==> src/rtl/axis_hdr_pkg.sv <==
// ---------------------------------------------------------------------------
// axis_hdr_pkg: shared FSM state type and keep-mask helpers for the inserter
// Revision 1.0
// ---------------------------------------------------------------------------
`default_nettype none

package axis_hdr_pkg;

  localparam int MAX_BYTES = 64;

  typedef enum logic [1:0] {
    ST_IDLE = 2'd0,
    ST_BODY = 2'd1,
    ST_TAIL = 2'd2
  } state_e;

  function automatic int keep_to_count(input logic [MAX_BYTES-1:0] keep);
    int c;
    c = 0;
    for (int i = 0; i < MAX_BYTES; i++) begin
      if (keep[i]) c++;
    end
    return c;
  endfunction

  // Top `count` bits of an n-bit mask, i.e. MSB-justified keep
  function automatic logic [MAX_BYTES-1:0] count_to_keep(input int count, input int n);
    logic [MAX_BYTES-1:0] k;
    k = '0;
    for (int i = 0; i < MAX_BYTES; i++) begin
      if ((i < n) && (i >= n - count)) k[i] = 1'b1;
    end
    return k;
  endfunction

endpackage

`default_nettype wire

==> src/rtl/axis_byte_merge.sv <==
// ---------------------------------------------------------------------------
// axis_byte_merge: joins cnt carry bytes with k payload bytes, MSB-first
// Revision 1.0
// ---------------------------------------------------------------------------
`default_nettype none

module axis_byte_merge
  import axis_hdr_pkg::*;
#(
  parameter int DATA_WIDTH = 32
) (
  input  logic [DATA_WIDTH-1:0]                carry,
  input  logic [$clog2(DATA_WIDTH/8+1)-1:0]    cnt,
  input  logic [DATA_WIDTH-1:0]                payload,
  input  logic [$clog2(DATA_WIDTH/8+1)-1:0]    k,
  output logic [DATA_WIDTH-1:0]                first_bytes,
  output logic [DATA_WIDTH-1:0]                residue,
  output logic [$clog2(DATA_WIDTH/8+1)-1:0]    residue_cnt
);

  localparam int N  = DATA_WIDTH / 8;
  localparam int CW = $clog2(N + 1);

  logic [DATA_WIDTH-1:0]   carry_m;
  logic [DATA_WIDTH-1:0]   payload_m;
  logic [2*DATA_WIDTH-1:0] merged;
  logic [CW:0]             total;

  always_comb begin
    carry_m   = '0;
    payload_m = '0;
    for (int i = 0; i < N; i++) begin
      if (i < int'(cnt)) carry_m[DATA_WIDTH-8*(i+1) +: 8] = carry[DATA_WIDTH-8*(i+1) +: 8];
      if (i < int'(k))   payload_m[DATA_WIDTH-8*(i+1) +: 8] = payload[DATA_WIDTH-8*(i+1) +: 8];
    end
    // Payload slides right behind the carry bytes; the lower half is what overflows
    merged = {carry_m, {DATA_WIDTH{1'b0}}} |
             ({payload_m, {DATA_WIDTH{1'b0}}} >> (8 * int'(cnt)));
    total  = {1'b0, cnt} + {1'b0, k};
    residue_cnt = (total > (CW+1)'(N)) ? CW'(total - (CW+1)'(N)) : '0;
  end

  assign first_bytes = merged[2*DATA_WIDTH-1 -: DATA_WIDTH];
  assign residue     = merged[DATA_WIDTH-1:0];

endmodule

`default_nettype wire

==> src/rtl/axis_header_inserter.sv <==
// ---------------------------------------------------------------------------
// axis_header_inserter: prepends a 1..N byte header, repacks gap-free
// Revision 1.0
// ---------------------------------------------------------------------------
`default_nettype none

module axis_header_inserter
  import axis_hdr_pkg::*;
#(
  parameter int DATA_WIDTH = 32
) (
  input  logic                    clk,
  input  logic                    rst,
  input  logic [DATA_WIDTH-1:0]   hdr_tdata,
  input  logic [DATA_WIDTH/8-1:0] hdr_tkeep,
  input  logic                    hdr_tvalid,
  output logic                    hdr_tready,
  input  logic [DATA_WIDTH-1:0]   s_axis_tdata,
  input  logic [DATA_WIDTH/8-1:0] s_axis_tkeep,
  input  logic                    s_axis_tvalid,
  output logic                    s_axis_tready,
  input  logic                    s_axis_tlast,
  output logic [DATA_WIDTH-1:0]   m_axis_tdata,
  output logic [DATA_WIDTH/8-1:0] m_axis_tkeep,
  output logic                    m_axis_tvalid,
  input  logic                    m_axis_tready,
  output logic                    m_axis_tlast
);

  localparam int N  = DATA_WIDTH / 8;
  localparam int CW = $clog2(N + 1);
  localparam logic [CW-1:0] C_FULL = CW'(N);

  state_e                state_q, state_d;
  logic [DATA_WIDTH-1:0] carry_q, carry_d;
  logic [CW-1:0]         cnt_q, cnt_d;
  logic [DATA_WIDTH-1:0] m_tdata_q, m_tdata_d;
  logic [N-1:0]          m_tkeep_q, m_tkeep_d;
  logic                  m_tvalid_q, m_tvalid_d;
  logic                  m_tlast_q, m_tlast_d;

  logic                  out_free;
  logic [CW-1:0]         hdr_cnt;
  logic [CW-1:0]         pay_cnt;
  logic [CW:0]           total;
  logic [DATA_WIDTH-1:0] merge_first;
  logic [DATA_WIDTH-1:0] merge_residue;
  logic [CW-1:0]         merge_residue_cnt;

  assign out_free = !m_tvalid_q || m_axis_tready;
  assign hdr_cnt  = CW'(keep_to_count(MAX_BYTES'(hdr_tkeep)));
  assign pay_cnt  = s_axis_tlast ? CW'(keep_to_count(MAX_BYTES'(s_axis_tkeep))) : C_FULL;
  assign total    = {1'b0, cnt_q} + {1'b0, pay_cnt};

  axis_byte_merge #(
    .DATA_WIDTH (DATA_WIDTH)
  ) u_merge (
    .carry       (carry_q),
    .cnt         (cnt_q),
    .payload     (s_axis_tdata),
    .k           (pay_cnt),
    .first_bytes (merge_first),
    .residue     (merge_residue),
    .residue_cnt (merge_residue_cnt)
  );

  always_comb begin
    state_d       = state_q;
    carry_d       = carry_q;
    cnt_d         = cnt_q;
    m_tdata_d     = m_tdata_q;
    m_tkeep_d     = m_tkeep_q;
    m_tlast_d     = m_tlast_q;
    m_tvalid_d    = out_free ? 1'b0 : m_tvalid_q;
    hdr_tready    = 1'b0;
    s_axis_tready = 1'b0;

    case (state_q)
      ST_IDLE: begin
        hdr_tready = !rst;
        if (hdr_tvalid) begin
          // Header arrives LSB-justified; carry is kept MSB-first
          carry_d = hdr_tdata << (8 * (N - int'(hdr_cnt)));
          cnt_d   = hdr_cnt;
          state_d = ST_BODY;
        end
      end
      ST_BODY: begin
        s_axis_tready = out_free && !rst;
        if (s_axis_tvalid && out_free) begin
          m_tvalid_d = 1'b1;
          m_tdata_d  = merge_first;
          if (!s_axis_tlast) begin
            m_tkeep_d = '1;
            m_tlast_d = 1'b0;
            carry_d   = merge_residue;
          end else if (total <= (CW+1)'(N)) begin
            m_tkeep_d = N'(count_to_keep(int'(total), N));
            m_tlast_d = 1'b1;
            carry_d   = '0;
            cnt_d     = '0;
            state_d   = ST_IDLE;
          end else begin
            m_tkeep_d = '1;
            m_tlast_d = 1'b0;
            carry_d   = merge_residue;
            cnt_d     = merge_residue_cnt;
            state_d   = ST_TAIL;
          end
        end
      end
      ST_TAIL: begin
        if (out_free) begin
          m_tvalid_d = 1'b1;
          m_tdata_d  = carry_q;
          m_tkeep_d  = N'(count_to_keep(int'(cnt_q), N));
          m_tlast_d  = 1'b1;
          carry_d    = '0;
          cnt_d      = '0;
          state_d    = ST_IDLE;
        end
      end
      default: state_d = ST_IDLE;
    endcase
  end

  always_ff @(posedge clk or posedge rst) begin
    if (rst) begin
      state_q    <= ST_IDLE;
      carry_q    <= '0;
      cnt_q      <= '0;
      m_tdata_q  <= '0;
      m_tkeep_q  <= '0;
      m_tvalid_q <= 1'b0;
      m_tlast_q  <= 1'b0;
    end else begin
      state_q    <= state_d;
      carry_q    <= carry_d;
      cnt_q      <= cnt_d;
      m_tdata_q  <= m_tdata_d;
      m_tkeep_q  <= m_tkeep_d;
      m_tvalid_q <= m_tvalid_d;
      m_tlast_q  <= m_tlast_d;
    end
  end

  assign m_axis_tdata  = m_tdata_q;
  assign m_axis_tkeep  = m_tkeep_q;
  assign m_axis_tvalid = m_tvalid_q;
  assign m_axis_tlast  = m_tlast_q;

endmodule

`default_nettype wire

==> config.mk <==
export PLATFORM = sky130hd
export DESIGN_NAME = axis_header_inserter
export DESIGN_NICKNAME = d
export VERILOG_FILES = /design/src/rtl/axis_hdr_pkg.sv /design/src/rtl/axis_byte_merge.sv /design/src/rtl/axis_header_inserter.sv
export SDC_FILE = /design/constraint.sdc
export NUM_CORES = 1
export LEC_CHECK = 0
export BUFFER_PORTS_ARGS = -buffer_cell sky130_fd_sc_hd__buf_2
export CORE_MARGIN = 2
export CORE_UTILIZATION = 61
export DETAILED_ROUTE_END_ITERATION = 8
export PLACE_DENSITY = 0.87
export SLEW_MARGIN = 40
export SYNTH_ARGS = -nofsm -noshare
export SYNTH_HDL_FRONTEND = slang
export SYNTH_SLANG_ARGS = --single-unit
==> constraint.sdc <==
create_clock -name clk -period 7.5 [get_ports clk]
set_input_delay 0.75 -clock clk [delete_from_list [all_inputs] [get_ports clk]]
set_output_delay 0.75 -clock clk [all_outputs]
set_load 0.01 [all_outputs]
==> run metrics <==
Starting Density 63.13%; CTS Root Cell clkbuf_8; clock sinks 75; largest net degree at the start of global routing 77; worst skew pair latency 0.36 ns; worst hold path type reg2reg; Mapped Area 5833 sq um; Avg Cell Area, Syn 8.719 sq um; number of synthesized flops with an enable pin 0; Synth Register Bits 75; CTS Buf Count 9; Peak supply drop 0.3834 mV; crit-path max FO 19; Post-synth ARST share 100.0%; worst setup path category in2reg; setup violators final 0; max_cap viols 0; Post-CTS Resized 0; Register Area 1877 sq um; Pins Over Slew Limit 0; drt total wl 20.05 mm; Final Hold Fails 0; DRC 0; post-route minimum period 4.843 ns; CTS tree done; Reg-to-Reg Start cnt_q[0]; Routed WL per cell 22.61 microns; die width 101.8 microns; Critical Path RT 7.80 ns; syn nets 768; drt pass-1 iters 7; Max Clock Freq 206.5 MHz; Longest Clk Path Bufs 2; Leak Pwr 2.968 nW; pre-CTS setup slack 2.407 ns; Worst Skew 0.01089 ns; register area share after synthesis 32.18%; core footprint 9240 sq um; min setup slack post-route 2.657 ns; htree depth 3; clock slew at reported path FFs 0.09 ns; number of global-route vias before repair 5687; ant diodes 0; most frequent cells in the layout buf_2, dfrtp_1, nor2_1, a21oi_1, nand2_1; Layout area overhead 15.12%; fin nets 852; Rel. slew slack 43.61%; Cell Rows 35; global route overflow 0; # IOs 118; hold-fix buffers at CTS 0; CP startpoint s_axis_tkeep[0]; ys flop type dfrtp_1; warnings from Yosys 0; Post-DRT Antenna Nets 0; setup_tns 0 ns; Setup crit start kind primary input; layout cells sized above 1 25.46%; initial antenna violation count 0; postcts setup bufs 0; vias 6197; die height 101.8 microns; Critical Path Sink Type register; vias per inst 6.986; first-pass GRT wire length 30.93 mm; Worst-Margin Slew 0.8458 ns; fillers 736; commonest non-fill, non-tap cell in the layout buf_2; Tcrit/Tclk final 64.58%; DR iter-0 viols 851; synth unique cells 67; Placer Congestion 1.047; post-synthesis cell count 669; RSZ-0062 raised after global routing false; Cell Pwr Density 426.1 nW/um^2; global-route usage over all layers 39.11%; hold_sp m_axis_tdata[23]; Port Buffers 117; DIE AREA 10360 sq um; overall power 0.002861 W; status finished, final reports clean; HPWL after detailed placement 14.46 mm; Crit path arrival time 5.14 ns; multi-input logic area 3675 sq um
-- report_power, final --
part	internal [W]	switching, W	total (W)
clock	0.000224	0.000180	0.000404
combinational	0.000617	0.00110	0.00171
sequential	0.000603	0.000141	0.000744
-- critical path, stage by stage --
cell and delay [ns]:
buf_2 0.10, inv_1 0.07, ha_1 0.38, xor2_1 0.25, ha_1 0.27, nand2b_1 0.17, o311ai_4 0.19, inv_1 0.17
fa_1 0.64, inv_1 0.08, ha_1 0.25, or3_1 0.48, a21oi_4 0.47, nand3_1 0.40, a211o_1 0.40, nand3_1 0.08
-- layer usage --
metal | GRT usage (%) | routed length [microns] | vias to the layer above
met3 | 7.522 | 2542 | 72
met2 | 58.81 | 8821 | 453
met5 | 0 | 0 | -
met4 | 16.32 | 829 | 0
li1 | - | - | 2740
met1 | 55.34 | 7860 | 2932
-- flip-flops by register name, indices dropped and copies added (netlist names) --
name,count
m_axis_tlast,1
m_axis_tdata,32
state_q,2
cnt_q,3
m_axis_tvalid,1
m_axis_tkeep,4
carry_q,32
-- final cells by class --
| type | instances | share of cell area (%) |
|---|---|---|
| Sequential cell | 75 | 27.95 |
| Clock inverter | 7 | 1.845 |
| Clock buffer | 9 | 1.845 |
| Inverter | 20 | 1.118 |
| Tap cell | 129 | 2.404 |
| Timing Repair Buffer | 127 | 10.12 |
| Multi-Input combinational cell | 520 | 54.72 |
-- cell families (layout without fill, tap and decap cells) --
logic type      after synthesis  after routing  share of synthesized area, %
mux                          38             38                         8.580
buf+inv                      74            163                         5.362
simple gates                204            204                         17.33
compound gates              250            250                         30.74
flops                        75             75                         32.18
xor+xnor                      7              7                         1.180
fa+ha+maj                    21             21                         4.633
-- path summary, 6_finish.rpt --
check	endpoint	slack [ns]	cells past startpoint
max	carry_q[6]	2.66	16
min	m_axis_tdata[23]	0.48	1
max reg2reg	carry_q[6]	3.71	10
min reg2reg	m_axis_tdata[23]	0.48	1
max in group asynchronous	m_axis_tdata[25]	6.44	3
min in group asynchronous	m_axis_tvalid	0.55	3
-- synthesized netlist by cell type (all sizes together) (3+ instances only) --
cell type	n	share of area, %
a31o	9	1.4
a311oi	3	0.45
inv	19	1.2
and3	12	1.3
o22ai	18	1.9
a21o	10	1.3
o2bb2ai	7	1.1
o21ai	39	3.4
ha	20	4.3
o221ai	8	1.2
a31oi	22	2.4
a211oi	3	0.47
mux2	16	3.1
a32oi	24	3.6
nand2	45	2.9
nand3	35	3.0
a211o	3	0.45
and2	7	0.75
nor2	63	4.1
xnor2	3	0.58
mux4	7	2.7
a22oi	8	1.0
dfrtp	75	32
a21oi	53	4.9
o31ai	8	1.0
xor2	4	0.60
nor2b	17	1.8
a41oi	9	1.5
mux2i	15	2.8
nand2b	5	0.54
a222oi	8	1.4
clkbuf	40	2.6
a32o	8	1.4
buf	14	1.5
o311ai	4	1.0
and4	7	1.1
-- through the flow --
stage / instances / instance area (sq um) / utilization (%) / hold slack (ns)
finish: 887 / 6715 / 72.67 / 0.4785
global placement: 868 / 6419 / 69.47 / 0.4553
detailed placement: 871 / 6462 / 69.94 / 0.4602
floorplan: 669 / 5833 / - / 0.4493
CTS: 887 / 6710 / 72.62 / 0.4817
global route: 887 / 6715 / 72.67 / 0.4952
Note: power is estimated with default switching activity, not from simulation.
